<file path="src/rtl/eq_search_pkg.sv">
// Shared types and constants for the serial CAM lookup sequencer.
// Latency: n/a (declarations only).
// Backpressure: n/a (declarations only).
package eq_search_pkg;

    localparam int DEF_WIDTH = 4;
    localparam int DEF_DEPTH = 8;

    // Code 2'd3 is unused; the FSM treats it as illegal and falls back to IDLE.
    typedef enum logic [1:0] {
        IDLE = 2'd0,
        SCAN = 2'd1,
        DONE = 2'd2
    } state_t;

    // Index width for a table of 'depth' entries; never narrower than one bit.
    function automatic int iw_of(input int depth);
        return (depth <= 2) ? 1 : $clog2(depth);
    endfunction

endpackage

</file>
<file path="src/rtl/eq_cmp.sv">
// WIDTH-bit equality comparator shaped as a LUT + carry-mux chain (2 bits per LUT, carry-in = 1).
// Latency: purely combinational.
// Backpressure: none (no handshake).
module eq_cmp #(
    parameter int WIDTH = 4
) (
    input  logic [WIDTH-1:0] a,
    input  logic [WIDTH-1:0] b,
    output logic             eq
);

    localparam int NPAIR = (WIDTH + 1) / 2;
    localparam int PW    = 2 * NPAIR;

    logic [PW-1:0]    a_pad;
    logic [PW-1:0]    b_pad;
    logic [NPAIR-1:0] lut_o;
    logic             carry;

    // Zero-pad an odd width so every LUT sees a full bit pair; padded bits always match.
    always_comb begin
        a_pad            = '0;
        b_pad            = '0;
        a_pad[WIDTH-1:0] = a;
        b_pad[WIDTH-1:0] = b;
    end

    // One LUT per bit pair: high when both bits of the pair match.
    always_comb begin
        lut_o = '0;
        for (int p = 0; p < NPAIR; p++) begin
            lut_o[p] = (a_pad[2*p +: 2] == b_pad[2*p +: 2]);
        end
    end

    // Carry chain: each mux passes the carry when its LUT matches, else forces 0.
    always_comb begin
        carry = 1'b1;
        for (int p = 0; p < NPAIR; p++) begin
            carry = lut_o[p] ? carry : 1'b0;
        end
        eq = carry;
    end

endmodule

</file>
<file path="src/rtl/eq_search_seq.sv">
// Serial CAM lookup: scans valid table entries from index 0 through one shared comparator.
// Latency: hit at index k -> RVALID in t0+2+k; miss -> t0+1+DEPTH (t0 = acceptance cycle).
// Backpressure: result held in DONE until RREADY; SREADY only high in IDLE, requests are not queued.
module eq_search_seq
    import eq_search_pkg::*;
#(
    parameter  int WIDTH = DEF_WIDTH,
    parameter  int DEPTH = DEF_DEPTH,
    localparam int IW    = iw_of(DEPTH)
) (
    input  logic             CLK,
    input  logic             RESET,
    input  logic             WE,
    input  logic [IW-1:0]    WADDR,
    input  logic [WIDTH-1:0] WDATA,
    input  logic             CLR,
    input  logic             SVALID,
    output logic             SREADY,
    input  logic [WIDTH-1:0] SKEY,
    output logic             RVALID,
    input  logic             RREADY,
    output logic             RHIT,
    output logic [IW-1:0]    RINDEX
);

    state_t           state;
    state_t           state_nxt;

    logic [WIDTH-1:0] tbl [DEPTH];
    logic [DEPTH-1:0] vld_q;
    logic [DEPTH-1:0] vld_nxt;

    logic [WIDTH-1:0] key_q;
    logic [IW-1:0]    idx_q;
    logic             rhit_q;
    logic [IW-1:0]    rindex_q;

    logic             cmp_eq;
    logic             hit;
    logic             last;
    logic             accept;

    // The single comparator shared by every table entry over the course of a scan.
    eq_cmp #(
        .WIDTH (WIDTH)
    ) u_cmp (
        .a  (tbl[idx_q]),
        .b  (key_q),
        .eq (cmp_eq)
    );

    assign hit    = vld_q[idx_q] & cmp_eq;
    assign last   = (idx_q == IW'(DEPTH - 1));
    assign RHIT   = rhit_q;
    assign RINDEX = rindex_q;

    // Entry storage: data is never reset, only its valid bit matters.
    always_ff @(posedge CLK) begin
        if (WE) begin
            tbl[WADDR] <= WDATA;
        end
    end

    // Valid bits: CLR wipes first, so a same-cycle write still lands as valid.
    always_comb begin
        vld_nxt = CLR ? '0 : vld_q;
        if (WE) begin
            vld_nxt[WADDR] = 1'b1;
        end
    end

    // Valid-bit register; reset invalidates the whole table.
    always_ff @(posedge CLK) begin
        if (RESET) begin
            vld_q <= '0;
        end else begin
            vld_q <= vld_nxt;
        end
    end

    // FSM state register.
    always_ff @(posedge CLK) begin
        if (RESET) begin
            state <= IDLE;
        end else begin
            state <= state_nxt;
        end
    end

    // Next-state logic; SREADY/RVALID decode the state register only.
    always_comb begin
        state_nxt = state;
        accept    = 1'b0;
        SREADY    = 1'b0;
        RVALID    = 1'b0;
        case (state)
            IDLE: begin
                SREADY = 1'b1;
                if (SVALID) begin
                    accept    = 1'b1;
                    state_nxt = SCAN;
                end
            end
            SCAN: begin
                if (hit || last) begin
                    state_nxt = DONE;
                end
            end
            DONE: begin
                RVALID = 1'b1;
                if (RREADY) begin
                    state_nxt = IDLE;
                end
            end
            default: begin
                state_nxt = IDLE;
            end
        endcase
    end

    // Key capture, scan index walk and result registers.
    always_ff @(posedge CLK) begin
        if (RESET) begin
            key_q    <= '0;
            idx_q    <= '0;
            rhit_q   <= 1'b0;
            rindex_q <= '0;
        end else if (accept) begin
            key_q <= SKEY;
            idx_q <= '0;
        end else if (state == SCAN) begin
            if (hit) begin
                rhit_q   <= 1'b1;
                rindex_q <= idx_q;
            end else if (last) begin
                rhit_q   <= 1'b0;
                rindex_q <= '0;
            end else begin
                idx_q <= idx_q + 1'b1;
            end
        end
    end

endmodule

</file>
<file path="config.mk">
export PLATFORM = sky130hd
export DESIGN_NAME = eq_search_seq
export DESIGN_NICKNAME = d
export VERILOG_FILES = /design/src/rtl/eq_search_pkg.sv /design/src/rtl/eq_cmp.sv /design/src/rtl/eq_search_seq.sv
export SDC_FILE = /design/constraint.sdc
export NUM_CORES = 1
export LEC_CHECK = 0
export ABC_AREA = 1
export BUFFER_PORTS_ARGS = -buffer_cell sky130_fd_sc_hd__clkbuf_2
export CAP_MARGIN = 20
export CORE_UTILIZATION = 30
export DETAILED_ROUTE_END_ITERATION = 10
export SYNTH_ARGS = -nofsm -noshare
export SYNTH_HDL_FRONTEND = slang
export SYNTH_SLANG_ARGS = --single-unit
</file>
<file path="constraint.sdc">
create_clock -name CLK -period 1.8 [get_ports CLK]
set_input_delay 0.36 -clock CLK [delete_from_list [all_inputs] [get_ports CLK]]
set_output_delay 0.36 -clock CLK [all_outputs]
set_load 0.03 [all_outputs]
</file>
* Word-level counts from Yosys, hierarchy flattened *
Memories as Yosys holds them, arrays and structs flattened. A register that Yosys moved wholly into a read port is not among the register bits.
Index checks and enable logic that the tools add are counted.

storage, ports and cells
  flip-flop bits (word level) = 21
  bits in latches = 0
  bits in writable memories = 32
  ROM bits = 0
  memories = 1

memories
  name  depth  width  read ports  clocked after memory_dff  wr ports  line                 text
  tbl   8      4      1           1                         1         eq_search_seq.sv:29  logic [WIDTH-1:0] tbl [DEPTH];

cells by class
  add/sub/neg operators = 1
  $mul = 0
  div/mod/pow operators = 0
  order comparisons = 3
  equal/unequal tests = 8
  shift operators = 0
  multiplexer cells = 24
  bitwise gates (word level) = 5
  reduce and logical (&&, ||, !) cells = 8

operators with widths
  operator             number
  $mux 8               2
  $mux 1               12
  $mux 3               4
  $reduce_and 3->1     3
  $lt 3x4->1 const B   2
  $or 8x8->8           1
  $mux 2               3
  $ne 2x2->1 const B   3
  $pmux 2 s3           1
  $eq 2x2->1           2
  $add 3x1->3 const B  1
  $bmux 1 s3           1
  $demux 1 s3          1
  $eq 3x3->1 const B   1
  $ge 3x1->1 const B   1
  $not 1->1            3
  $eq 2x1->1 const B   1
  $eq 2x2->1 const B   1
  $logic_not 2->1      1
  $reduce_bool 2->1    1
  $reduce_or 2->1      1
  $and 1x1->1          1
  $logic_and 1x1->1    1
  $logic_or 1x1->1     1

* Depth between registers and ports, before layout *
Gate-level depths: netlist of the first run.

  depth after elaboration = 8
  mapped depth = 14
  depth with buffers taken out = 14

* Cells and area by module *
A second synthesis of the first run with hierarchy kept.

unflattened totals
  cells, all modules = 257
  area, all modules = 2341.0 um^2

modules (own cells, without submodules)
  module         instances  cells each  area each (um^2)  seq. area each (um^2)
  eq_search_seq  1          242         2274.7            1441.4
  eq_cmp         1          15          66.3              0.0

* Worst setup path after synthesis of the first run *
Ideal clock, no wire load.

  path type = register to register
  start point = register with a tool-made name
  end point = register rindex_q[1], in the netlist RINDEX[1]
  setup time = 130 ps
  arrival = 1362 ps
  required time = 1670 ps
  path slack = 308 ps
  stages on the path, launching flop included = 15
  path buffers = 2
  cell sequence = dfxtp_1 buf_6 buf_12 nand2_2 nand3_1 nand3_1 nand2_1 nand2_1 nand2_1 nor2_2 nand3_2 nand2_1 nand2_2 nand2_1 a21oi_2

RTL lines
  what                    line                  text
  end signal: assignment  eq_search_seq.sv:134  rindex_q <= idx_q;
  end: declaration        eq_search_seq.sv:36   logic [IW-1:0] rindex_q;

==> impl_summary.txt, run 1 <==
----------------------------------------------------
[Run status]
  Run status ... completed

[Setup path]
  Slowest stage cell on the critical path ... sky130_fd_sc_hd__dfxtp_4
  Data arrival time of the worst path ... 1.95 ns
  Critical Path, Cell by Cell ... clkinvlp_4, nand2_1, nand3_2, nand3_2, nand2_1, nand2_1, nand2_1, nor2_2, nand3_2, nand2_2, nand2_4, nand2_2, a21oi_2
  Endpoint class of the critical path ... flop
  Critical path's most frequent cell ... sky130_fd_sc_hd__nand2_1
  Setup crit start kind ... flop
  Class of the most critical setup path ... reg2reg
  Critical Path RT ... 2.00 ns
  Crit-path max cell delay ... 0.44 ns
  Maximum fanout along the worst path ... 6

[Routing]
  Count of antenna-violating nets left after detailed routing ... 0
  Via/cell ratio ... 4.45
  Average routed wire per standard cell ... 12.3 µm
  Wire length on met2 ... 2460 µm
  Length of routed met3 wiring ... 183 µm
  DRC ... 0
  First-pass DRT Iterations ... 5
  Total length of routed wires ... 5130 µm
  Detailed router's first-iteration violation count ... 103
  Total routed wire length on the met1 layer ... 2350 µm
  Routed vias ... 1862
  Highest metal used ... met4

[Clock network]
  Number of hold-repair buffers added at the cts stage ... 0
  Num CTS Buffers ... 5
  CTS Sinks ... 56
  Count of instances resized after the clock tree is built ... 0
  Clock tree from TritonCTS ... done
  Number of H-tree branching levels ... 2
  Clock root buffer ... sky130_fd_sc_hd__clkbuf_8
  Maximum count of clock buffers along a single path ... 2
  Clock transition at path regs ... 0.09 ns
  Clock latency on the worst-skew pair ... 0.32 ns
  Setup bufs post-CTS ... 0

[Layout]
  Diodes inserted ... 0
  Layout overhead on the synthesized area ... 22.5%
  Most common library cell in the layout ignoring fill and taps ... sky130_fd_sc_hd__nand2_1
  Fillcell total ... 760
  Net count, final ... 334
  Share of final-layout standard cells stronger than drive strength 1 ... 0.256
  Highest-count cells in the layout ignoring fill and taps ... 59 x sky130_fd_sc_hd__nand2_1, 44 x sky130_fd_sc_hd__nor2_1, 38 x sky130_fd_sc_hd__inv_1
  Final standard cell count with taps included and fillers excluded ... 418
  Final standard cell utilization of the core ... 0.382

[STA]
  Setup TNS ... 0 ns
  Fin. max-slew vios ... 0
  Slack of the critical path ... 0.0415 ns
  Share of the cycle needed by the critical path after routing ... 0.977
  Worst slew pin tran ... 0.472 ns
  Shortest period the worst path allows ... 1.76 ns
  Number of hold violations in the final report ... 0
  Max frequency ... 569 MHz
  Normalized max-slew margin ... 0.684
  Clock Skews ... 0.00511 ns
  RSZ-0062 raised after global routing ... yes
  Hold Worst Slack ... 0.272 ns
  Setup Viol. Count Final ... 0

[Floorplan]
  Std cell rows ... 32
  Count of boundary I/O pins ... 23
  Starting utilization of the core area ... 0.312
  Core outline area ... 0.00781 mm²
  Height of the die ... 92.1 µm
  Width of the die ... 92.1 µm
  DIE AREA ... 0.00849 mm²

[Placed design]
  # placed instances ... 407
  Port Buf Inserts ... 22
  Worst-case setup slack after placement ... 0.0732 ns
  Weighted congestion at the end of routability-driven global placement ... 0.804
  HPWL after detailed placement ... 3570 µm

[Global route]
  Number of antenna violations at the first check in global routing ... 0
  Global router's overall resource usage ... 0.126
  First-pass GRT wire length ... 8270 µm
  GRT Residual Overflow ... 0
  Number of global-route vias before repair ... 1785
  Largest net degree at the start of global routing ... 20

[Worst hold path]
  Class of the tightest hold or removal check ... in2reg
  Startpoint of the lowest-slack hold path ... SKEY[1]

[Logic synthesis]
  Gate count of the mapped netlist ... 279
  Seq cells post-synth ... 56
  Leading post-synthesis cells by cell area ... sky130_fd_sc_hd__edfxtp_1 39%, sky130_fd_sc_hd__dfxtp_1 20%, sky130_fd_sc_hd__nand2_1 11%
  Portion of the post-synthesis area used by sequential elements ... 0.591
  Post-synth top area share ... 0.394
  Post-Syn Area per Cell ... 8.74 µm²
  Distinct cell type count of the synthesized netlist ... 23
  Yosys top cell by area ... sky130_fd_sc_hd__edfxtp_1
  Total standard cell area after synthesis ... 0.00244 mm²
  Synthesized Nets ... 298
  Yosys synthesis warning count ... 0

[Power and ir drop]
  Total power density per cell area ... 848 mW/mm²
  VDD IR max ... 311 µV
  Leak Pwr ... 1.27 nW

[Flow run]
  Max Cap Viol ... 0

----------------------------------------------------
[flip-flops by register name, indices dropped and copies added, names as in the netlist, named ones only]
name and flops:
RHIT 1, RINDEX 3, idx_q 3, key_q 4
state 2, tbl 32, vld_q 8
[stage by stage]
| step | power [W] | cell area [µm²] |
|---|---|---|
| final | 0.00253 | 2990 |
| after global routing | 0.00264 | 2990 |
| after CTS | 0.00249 | 2790 |
| after detailed placement | 0.00170 | 2690 |
| after global placement | 0.00170 | 2690 |
| after floorplan | 0.00163 | 2440 |
[final timing paths]
check / to / slack (ns) / depth (start not counted)
setup / recovery: RINDEX[2] / 0.04 / 13
hold reg to reg: RINDEX[0] / 0.47 / 2
hold / removal: key_q[1] / 0.27 / 3
setup reg to reg: RINDEX[2] / 0.04 / 13
[critical path, delay by kind of cell, from the launching register on]
family	cells	cell delay, ns
compound gates	1	0.04
flops	1	0.44
simple gates	11	0.99
buf+inv	1	0.17
[power by group]
group / total, W / internal, W / switching [W]
sequential: 0.00143 / 0.00140 / 0.0000311
combinational: 0.000302 / 0.000116 / 0.000186
clock: 0.000803 / 0.000406 / 0.000397
total: 0.00253 / 0.00192 / 0.000615
[cell usage after synthesis]
cell	n
sky130_fd_sc_hd__dfxtp_1	24
sky130_fd_sc_hd__o21ai_0	3
sky130_fd_sc_hd__a21oi_1	16
sky130_fd_sc_hd__buf_1	1
sky130_fd_sc_hd__ha_1	2
sky130_fd_sc_hd__buf_12	1
sky130_fd_sc_hd__nor2_2	2
sky130_fd_sc_hd__clkinv_1	1
sky130_fd_sc_hd__nand4_1	1
sky130_fd_sc_hd__clkbuf_8	1
sky130_fd_sc_hd__a211oi_1	1
sky130_fd_sc_hd__a21oi_2	1
sky130_fd_sc_hd__inv_1	41
sky130_fd_sc_hd__o21ai_1	3
sky130_fd_sc_hd__nand3b_1	2
sky130_fd_sc_hd__nand3_1	21
sky130_fd_sc_hd__nand2_2	4
sky130_fd_sc_hd__clkbuf_1	1
sky130_fd_sc_hd__nand2_1	70
sky130_fd_sc_hd__nand3_2	2
sky130_fd_sc_hd__edfxtp_1	32
sky130_fd_sc_hd__nor2_1	47
sky130_fd_sc_hd__buf_6	2
[layout make-up]
cell class | count | area, µm² | area share
clock buffer | 5 | 68.8 | 0.0231
clock inverter | 3 | 37.5 | 0.0126
inverter | 42 | 161 | 0.0541
multi-input combinational | 175 | 888 | 0.298
sequential | 56 | 1450 | 0.484
tap | 102 | 128 | 0.0427
timing repair buffer | 34 | 248 | 0.0830
timing repair inverter | 1 | 7.51 | 0.00251
[cell families (layout without fill, tap and decap cells)]
kind of cell,after synthesis,in the layout,share of synthesized area
simple gates,149,149,0.256
flops,56,56,0.591
buf+inv,48,85,0.0909
compound gates,24,24,0.0518
fa+ha+maj,2,2,0.0103
[per-layer routing]
layer,vias to the layer above,global-route usage
li1,953,-
met1,867,0.155
met2,34,0.208
met3,8,0.0299
met4,0,0.0625
met5,-,0
(Power assumes the default switching activity.)
==> run 2: changes to the inputs <==
--- a/config.mk
+++ b/config.mk
@@ -10,6 +10,7 @@
 export CAP_MARGIN = 20
 export CORE_UTILIZATION = 30
 export DETAILED_ROUTE_END_ITERATION = 10
+export SKIP_LAST_GASP = 1
 export SYNTH_ARGS = -nofsm -noshare
 export SYNTH_HDL_FRONTEND = slang
 export SYNTH_SLANG_ARGS = --single-unit
==> constraint.sdc (replaced) <==
create_clock -name CLK -period 1.54 [get_ports CLK]
set_input_delay 0.308 -clock CLK [delete_from_list [all_inputs] [get_ports CLK]]
set_output_delay 0.308 -clock CLK [all_outputs]
set_load 0.03 [all_outputs]
==> impl_summary.txt, run 2 (synthesis results as in run 1) <==
----------------------------------------------------
[Power and ir drop]
  VDD IR max ... 397 µV (+28%)
  Total power density per cell area ... 964 mW/mm² (+14%)
  Leak Pwr ... 1.30 nW (+2.6%)

[Placed design]
  Port Buf Inserts ... 22 (unchanged)
  Weighted congestion at the end of routability-driven global placement ... 0.819 (+1.8%)
  Placed cell area ... 0.00276 mm² (+2.8%)
  HPWL after detailed placement ... 3720 µm (+4.3%)
  # placed instances ... 417 (+2.5%)

[STA]
  Shortest period the worst path allows ... 1.69 ns (-0.0731 ns)
  RSZ-0062 raised after global routing ... yes
  Normalized max-slew margin ... 0.703 (+0.0191)
  Setup TNS ... -1.24 ns (-1.24 ns)
  Max frequency ... 593 MHz (+4.3%)
  Clock Skews ... 0.00765 ns (+0.00255 ns)
  Worst slew pin tran ... 0.443 ns (-0.0285 ns)
  Fin. max-slew vios ... 0 (unchanged)
  Setup Viol. Count Final ... 12 (+12)
  Slack of the critical path ... -0.145 ns (-0.187 ns)
  Share of the cycle needed by the critical path after routing ... 1.09 (+0.117)
  Number of hold violations in the final report ... 0 (unchanged)

[Layout]
  Final standard cell utilization of the core ... 0.383 (+0.000641)
  Biggest register ... tbl
  Top Registers ... tbl x32, vld_q x8, key_q x4
  Most common library cell in the layout ignoring fill and taps ... sky130_fd_sc_hd__nand2_1
  Highest-count cells in the layout ignoring fill and taps ... 62 x sky130_fd_sc_hd__nand2_1, 42 x sky130_fd_sc_hd__nor2_1, 40 x sky130_fd_sc_hd__inv_1
  Final standard cell count with taps included and fillers excluded ... 427 (+2.2%)
  Diodes inserted ... 0 (unchanged)
  Max FFs per register ... 32 (unchanged)
  Layout overhead on the synthesized area ... 22.7%
  Share of final-layout standard cells stronger than drive strength 1 ... 0.252 (-0.00402)
  Cell area after layout ... 0.00299 mm² (+0.17%)
  Net count, final ... 343 (+2.7%)

[Run status]
  Violations in the final reports ... negative setup slack
  Run status ... finished, violations left

[Setup path]
  Data arrival time of the worst path ... 1.94 ns (about the same)
  Maximum fanout along the worst path ... 7 (+1)
  Critical Path RT ... 1.80 ns (-0.20 ns)
  Endpoint class of the critical path ... flop
  Setup crit start kind ... flop
  Class of the most critical setup path ... reg2reg

[Global route]
  Number of global-route vias before repair ... 1854 (+3.9%)
  Met1 global-route usage ... 0.158 (+0.00389)
  Largest net degree at the start of global routing ... 20 (unchanged)
  GRT Residual Overflow ... 0 (unchanged)
  Global router's overall resource usage ... 0.129 (+0.00237)
  Most used routing layer ... met2
  Number of antenna violations at the first check in global routing ... 0 (unchanged)
  Global routing usage on met3 ... 0.0315 (+0.00166)
  First-pass GRT wire length ... 8420 µm (+1.9%)
  Fraction of met2 tracks used by global routing ... 0.210 (+0.00249)

[Clock network]
  Clock transition at path regs ... 0.11 ns (+0.02 ns)
  Num CTS Buffers ... 5 (unchanged)
  CTS Sinks ... 56 (unchanged)
  Clock latency on the worst-skew pair ... 0.32 ns (about the same)
  Clock root buffer ... sky130_fd_sc_hd__clkbuf_8
  Setup bufs post-CTS ... 0 (unchanged)
  Number of H-tree branching levels ... 2 (unchanged)
  Maximum count of clock buffers along a single path ... 2 (unchanged)
  Clock tree from TritonCTS ... done

[Floorplan]
  Core outline area ... 0.00781 mm² (unchanged)
  Height of the die ... 92.1 µm (unchanged)
  Count of boundary I/O pins ... 23 (unchanged)
  Starting utilization of the core area ... 0.312 (unchanged)
  Std cell rows ... 32 (unchanged)
  DIE AREA ... 0.00849 mm² (unchanged)
  Width of the die ... 92.1 µm (unchanged)

[Flow run]
  Max Cap Viol ... 0 (unchanged)

[Routing]
  Via/cell ratio ... 4.37 (-1.9%)
  Total length of routed wires ... 5110 µm (-0.29%)
  Average routed wire per standard cell ... 12.0 µm (-2.4%)
  First-pass DRT Iterations ... 4 (-1)
  Count of antenna-violating nets left after detailed routing ... 0 (unchanged)
  Routed vias ... 1866 (+0.21%)
  Detailed router's first-iteration violation count ... 151 (+47%)
  DRC ... 0 (unchanged)

[Worst hold path]
  Class of the tightest hold or removal check ... in2reg

----------------------------------------------------
## run 2: cell types whose count changed in the layout (fill, tap and decap cells not counted), sizes merged
cell	before	now
clkinv	3	0
clkbuf	29	28
bufinv	1	0
buf	10	21
inv	40	44
clkinvlp	2	1
## run 2: layout make-up
type | count | area [µm²]
Fill cell | 790 | 4820
Sequential cell | 56 | 1450
Multi-Input combinational cell | 175 | 858
Timing Repair Buffer | 44 | 305
Inverter | 42 | 160
Tap cell | 102 | 128
Clock buffer | 5 | 68.8
Clock inverter | 3 | 25.0
## run 2: what timing repair did
| action | CTS | global route |
|---|---|---|
| pin swaps | 0 | 8 |
| hold buffers | 0 | 0 |
| hold endpoints to repair | 0 | 0 |
| gates resized for setup | 7 | 27 |
| gates cloned | 0 | 2 |
| setup endpoints to repair | 12 | 12 |
## run 2: routing by layer
metal  share of wire  up-vias
met5               0        -
met4           0.035        0
met3           0.043       14
met2            0.47       38
met1            0.45      845
li1                -      969
## run 2: path summary, 6_finish.rpt
path / cells past startpoint / end / startpoint / slack, ns
worst max-delay path: 12 / RINDEX[1] / flop / -0.15
worst min-delay path: 3 / key_q[2] / SKEY[2] / 0.21
worst max register to register: 12 / RINDEX[1] / flop / -0.15
worst min register to register: 2 / RINDEX[2] / RINDEX[2] / 0.47
## run 2: power breakdown
group / switching (W) / internal [W] / leakage (nW)
clock: 0.000516 / 0.000333 / 0.0452
combinational: 0.000223 / 0.000147 / 0.766
sequential: 0.0000321 / 0.00163 / 0.487
total: 0.000771 / 0.00211 / 1.30
## run 2: worst max-delay path: stages (launching register included)
cell and delay [ns]:
sky130_fd_sc_hd__dfxtp_4 0.39, sky130_fd_sc_hd__buf_8 0.14, sky130_fd_sc_hd__nor2_2 0.10, sky130_fd_sc_hd__nor2_1 0.04, sky130_fd_sc_hd__nand2_1 0.07, sky130_fd_sc_hd__nand3_2 0.10, sky130_fd_sc_hd__nand3b_1 0.11, sky130_fd_sc_hd__nand2_2 0.07
sky130_fd_sc_hd__nor2_4 0.13, sky130_fd_sc_hd__nand4_1 0.16, sky130_fd_sc_hd__inv_2 0.11, sky130_fd_sc_hd__nand2_1 0.07, sky130_fd_sc_hd__a21oi_2 0.13
## run 2: through the flow
stage          power (W)  setup slack, ns  hold WS, ns
6_report         0.00288           -0.145        0.207
5_1_grt          0.00299           -0.264        0.218
4_1_cts          0.00285          -0.0976        0.206
3_5_place_dp     0.00201           -0.152        0.458
3_3_place_gp     0.00201           -0.113        0.453
2_1_floorplan    0.00190           0.0481        0.407
==> run 3: changes to the inputs <==
--- a/config.mk
+++ b/config.mk
@@ -7,9 +7,13 @@
 export LEC_CHECK = 0
 export ABC_AREA = 1
 export BUFFER_PORTS_ARGS = -buffer_cell sky130_fd_sc_hd__clkbuf_2
-export CAP_MARGIN = 20
+export CAP_MARGIN = 10
+export CELL_PAD_IN_SITES_DETAIL_PLACEMENT = 2
+export CELL_PAD_IN_SITES_GLOBAL_PLACEMENT = 2
 export CORE_UTILIZATION = 30
 export DETAILED_ROUTE_END_ITERATION = 10
+export PLACE_DENSITY_LB_ADDON = 0.1
+export SKIP_CTS_REPAIR_TIMING = 1
 export SKIP_LAST_GASP = 1
 export SYNTH_ARGS = -nofsm -noshare
 export SYNTH_HDL_FRONTEND = slang
==> impl_summary.txt, run 3 (synthesis results as in run 1) <==
----------------------------------------------------
[Global route]
  Number of global-route vias before repair ... 2066 (+11%)
  GRT Residual Overflow ... 0 (unchanged)
  Fraction of met2 tracks used by global routing ... 0.300 (+0.0902)
  First-pass GRT wire length ... 10900 µm (+30%)
  Global routing usage on met3 ... 0.0299 (-0.00166)
  Number of antenna violations at the first check in global routing ... 0 (unchanged)
  Most used routing layer ... met2
  Global router's overall resource usage ... 0.174 (+0.0452)
  Largest net degree at the start of global routing ... 18 (-10%)
  Met1 global-route usage ... 0.215 (+0.0570)

[Power and ir drop]
  VDD IR max ... 357 µV (-10%)
  Total power density per cell area ... 950 mW/mm² (-1.5%)
  Clk pwr share ... 0.301 (+0.007)
  Switching power ... 0.000828 W (+7.5%)
  Sequential fraction of design power ... 0.543 (-0.034)
  Leak Pwr ... 1.41 nW (+8.6%)
  Share of total power consumed by net switching ... 0.270 (+0.00276)
  Internal power contribution ... 0.00224 W (+6.0%)
  Portion of total power attributed to combinational logic ... 0.156 (+0.028)

[Run status]
  Run status ... finished, violations left
  Violations in the final reports ... negative setup slack

[STA]
  Normalized max-slew margin ... 0.679 (-0.0247)
  Worst slew pin tran ... 0.480 ns (+0.0370 ns)
  Max frequency ... 563 MHz (-5.1%)
  RSZ-0062 raised after global routing ... yes
  Fin. max-slew vios ... 0 (unchanged)
  Shortest period the worst path allows ... 1.78 ns (+0.0912 ns)
  Clock Skews ... 0.00875 ns (+0.00109 ns)
  Slack of the critical path ... -0.237 ns (-0.0912 ns)
  Setup Viol. Count Final ... 12 (unchanged)
  Number of hold violations in the final report ... 0 (unchanged)
  Share of the cycle needed by the critical path after routing ... 1.15 (+0.0592)

[Floorplan]
  Width of the die ... 92.1 µm (unchanged)
  Count of boundary I/O pins ... 23 (unchanged)
  Core outline area ... 0.00781 mm² (unchanged)
  Height of the die ... 92.1 µm (unchanged)
  Starting utilization of the core area ... 0.312 (unchanged)
  Std cell rows ... 32 (unchanged)
  DIE AREA ... 0.00849 mm² (unchanged)

[Clock network]
  Num CTS Buffers ... 5 (unchanged)
  Clock transition at path regs ... 0.11 ns (about the same)
  Clock tree from TritonCTS ... done
  Maximum count of clock buffers along a single path ... 2 (unchanged)
  CTS Sinks ... 56 (unchanged)
  Clock root buffer ... sky130_fd_sc_hd__clkbuf_8
  Number of H-tree branching levels ... 2 (unchanged)
  Clock latency on the worst-skew pair ... 0.32 ns (about the same)

[Setup path]
  Data arrival time of the worst path ... 2.03 ns (+0.09 ns)
  Cell class contributing the biggest share of worst-path delay ... simple AND/OR/NAND/NOR gates
  Critical path depth ... 14 (+2)
  Critical Path, Cell by Cell ... buf_4, nor2_4, nor2_1, o21ai_1, nand2_1, nand2_1, nand2_1, nand2_2, nand2_4, nand3_4, nand3_4, nand2_2, nand2_2, nor2_2
  Flop-to-flop setup slack ... -0.24 ns (-0.09 ns)
  CP bufs+invs ... 1 (-1)
  Class of the most critical setup path ... reg2reg
  Endpoint class of the critical path ... flop
  Setup crit start kind ... flop
  Cell count of the worst reg-to-reg path ... 14 (+2)
  Critical Path RT ... 1.80 ns (about the same)
  Crit-path max cell delay ... 0.37 ns (-0.02 ns)
  Slowest stage cell on the critical path ... sky130_fd_sc_hd__dfxtp_4
  Maximum fanout along the worst path ... 7 (unchanged)

[Layout]
  Cell area after layout ... 0.00323 mm² (+7.9%)
  Highest-count cells in the layout ignoring fill and taps ... 45 x sky130_fd_sc_hd__nand2_1, 39 x sky130_fd_sc_hd__nor2_1, 38 x sky130_fd_sc_hd__inv_1
  Most common library cell in the layout ignoring fill and taps ... sky130_fd_sc_hd__nand2_1
  Top Registers ... tbl x32, vld_q x8, key_q x4
  Final standard cell utilization of the core ... 0.413 (+0.0304)
  Biggest register ... tbl
  Net count, final ... 351 (+2.3%)
  Diodes inserted ... 0 (unchanged)
  Max FFs per register ... 32 (unchanged)
  Share of final-layout standard cells stronger than drive strength 1 ... 0.366 (+0.114)
  Layout overhead on the synthesized area ... 32.4%

[Placed design]
  Placed cell area ... 0.00284 mm² (+2.8%)
  HPWL after detailed placement ... 5210 µm (+40%)
  Worst-case setup slack after placement ... -0.333 ns (-0.181 ns)
  Port Buf Inserts ... 22 (unchanged)
  Weighted congestion at the end of routability-driven global placement ... 0.756 (-7.7%)

[Routing]
  DRC ... 0 (unchanged)
  Average routed wire per standard cell ... 16.1 µm (+34%)
  Count of antenna-violating nets left after detailed routing ... 0 (unchanged)
  Routed vias ... 2007 (+7.6%)
  Detailed router's first-iteration violation count ... 44 (-71%)
  First-pass DRT Iterations ... 3 (-1)
  Via/cell ratio ... 4.61 (+5.6%)
  Total length of routed wires ... 7000 µm (+37%)

[Flow run]
  Max Cap Viol ... 0 (unchanged)

[Worst hold path]
  Class of the tightest hold or removal check ... in2reg

----------------------------------------------------
## run 3: cell types whose count changed in the layout (fill, tap and decap cells not counted), sizes merged
cell and delta:
buf +9, clkinv +1, clkinvlp -1, inv -1
## run 3: worst min-delay path by stage
| stage | cells past startpoint | slack, ns | endpoint | start |
|---|---|---|---|---|
| floorplan | 0 | 0.41 | tbl[0][0] | WDATA[0] |
| CTS | 3 | 0.20 | key_q[1] | SKEY[1] |
| global placement | 2 | 0.45 | RINDEX[2] | RINDEX[2] |
| finish | 3 | 0.21 | key_q[1] | SKEY[1] |
| detailed placement | 2 | 0.46 | RINDEX[2] | RINDEX[2] |
| global route | 3 | 0.20 | key_q[1] | SKEY[1] |
## run 3: layer usage
layer	routed length [µm]	part of all wire	up-vias
li1	-	-	987
met1	3120	0.45	997
met2	3640	0.52	14
met3	99	0.014	9
met4	133	0.019	0
met5	0	0	-
## run 3: tightest hold or removal path, stage by stage
cell                       delay, ns
sky130_fd_sc_hd__clkbuf_2       0.08
sky130_fd_sc_hd__nand2_1        0.05
sky130_fd_sc_hd__a21oi_1        0.05
## run 3: cell type report
| type | count | area [µm²] |
|---|---|---|
| fill | 888 | 4580 |
| sequential | 56 | 1450 |
| multi-input combinational | 175 | 1010 |
| timing repair buffer | 52 | 380 |
| inverter | 42 | 158 |
| tap | 102 | 128 |
| clock buffer | 6 | 93.8 |
| clock inverter | 2 | 11.3 |
## run 3: through the flow
step	power (W)	hold slack [ns]	setup TNS [ns]	std cells
after detailed placement	0.00207	0.459	-3.41	424
final	0.00307	0.215	-2.42	435
after global placement	0.00205	0.451	-2.31	424
after CTS	0.00300	0.200	-3.77	432
after global routing	0.00322	0.204	-4.01	435
after floorplan	0.00190	0.407	0	279
## run 3: power by group through the flow
stage / Clock, W / Sequential, W / Combinational [W]
floorplan: 0 / 0.00169 / 0.000217
global placement: 0 / 0.00169 / 0.000354
detailed placement: 0 / 0.00170 / 0.000367
CTS: 0.000964 / 0.00166 / 0.000372
global route: 0.00102 / 0.00167 / 0.000524
finish: 0.000923 / 0.00166 / 0.000478
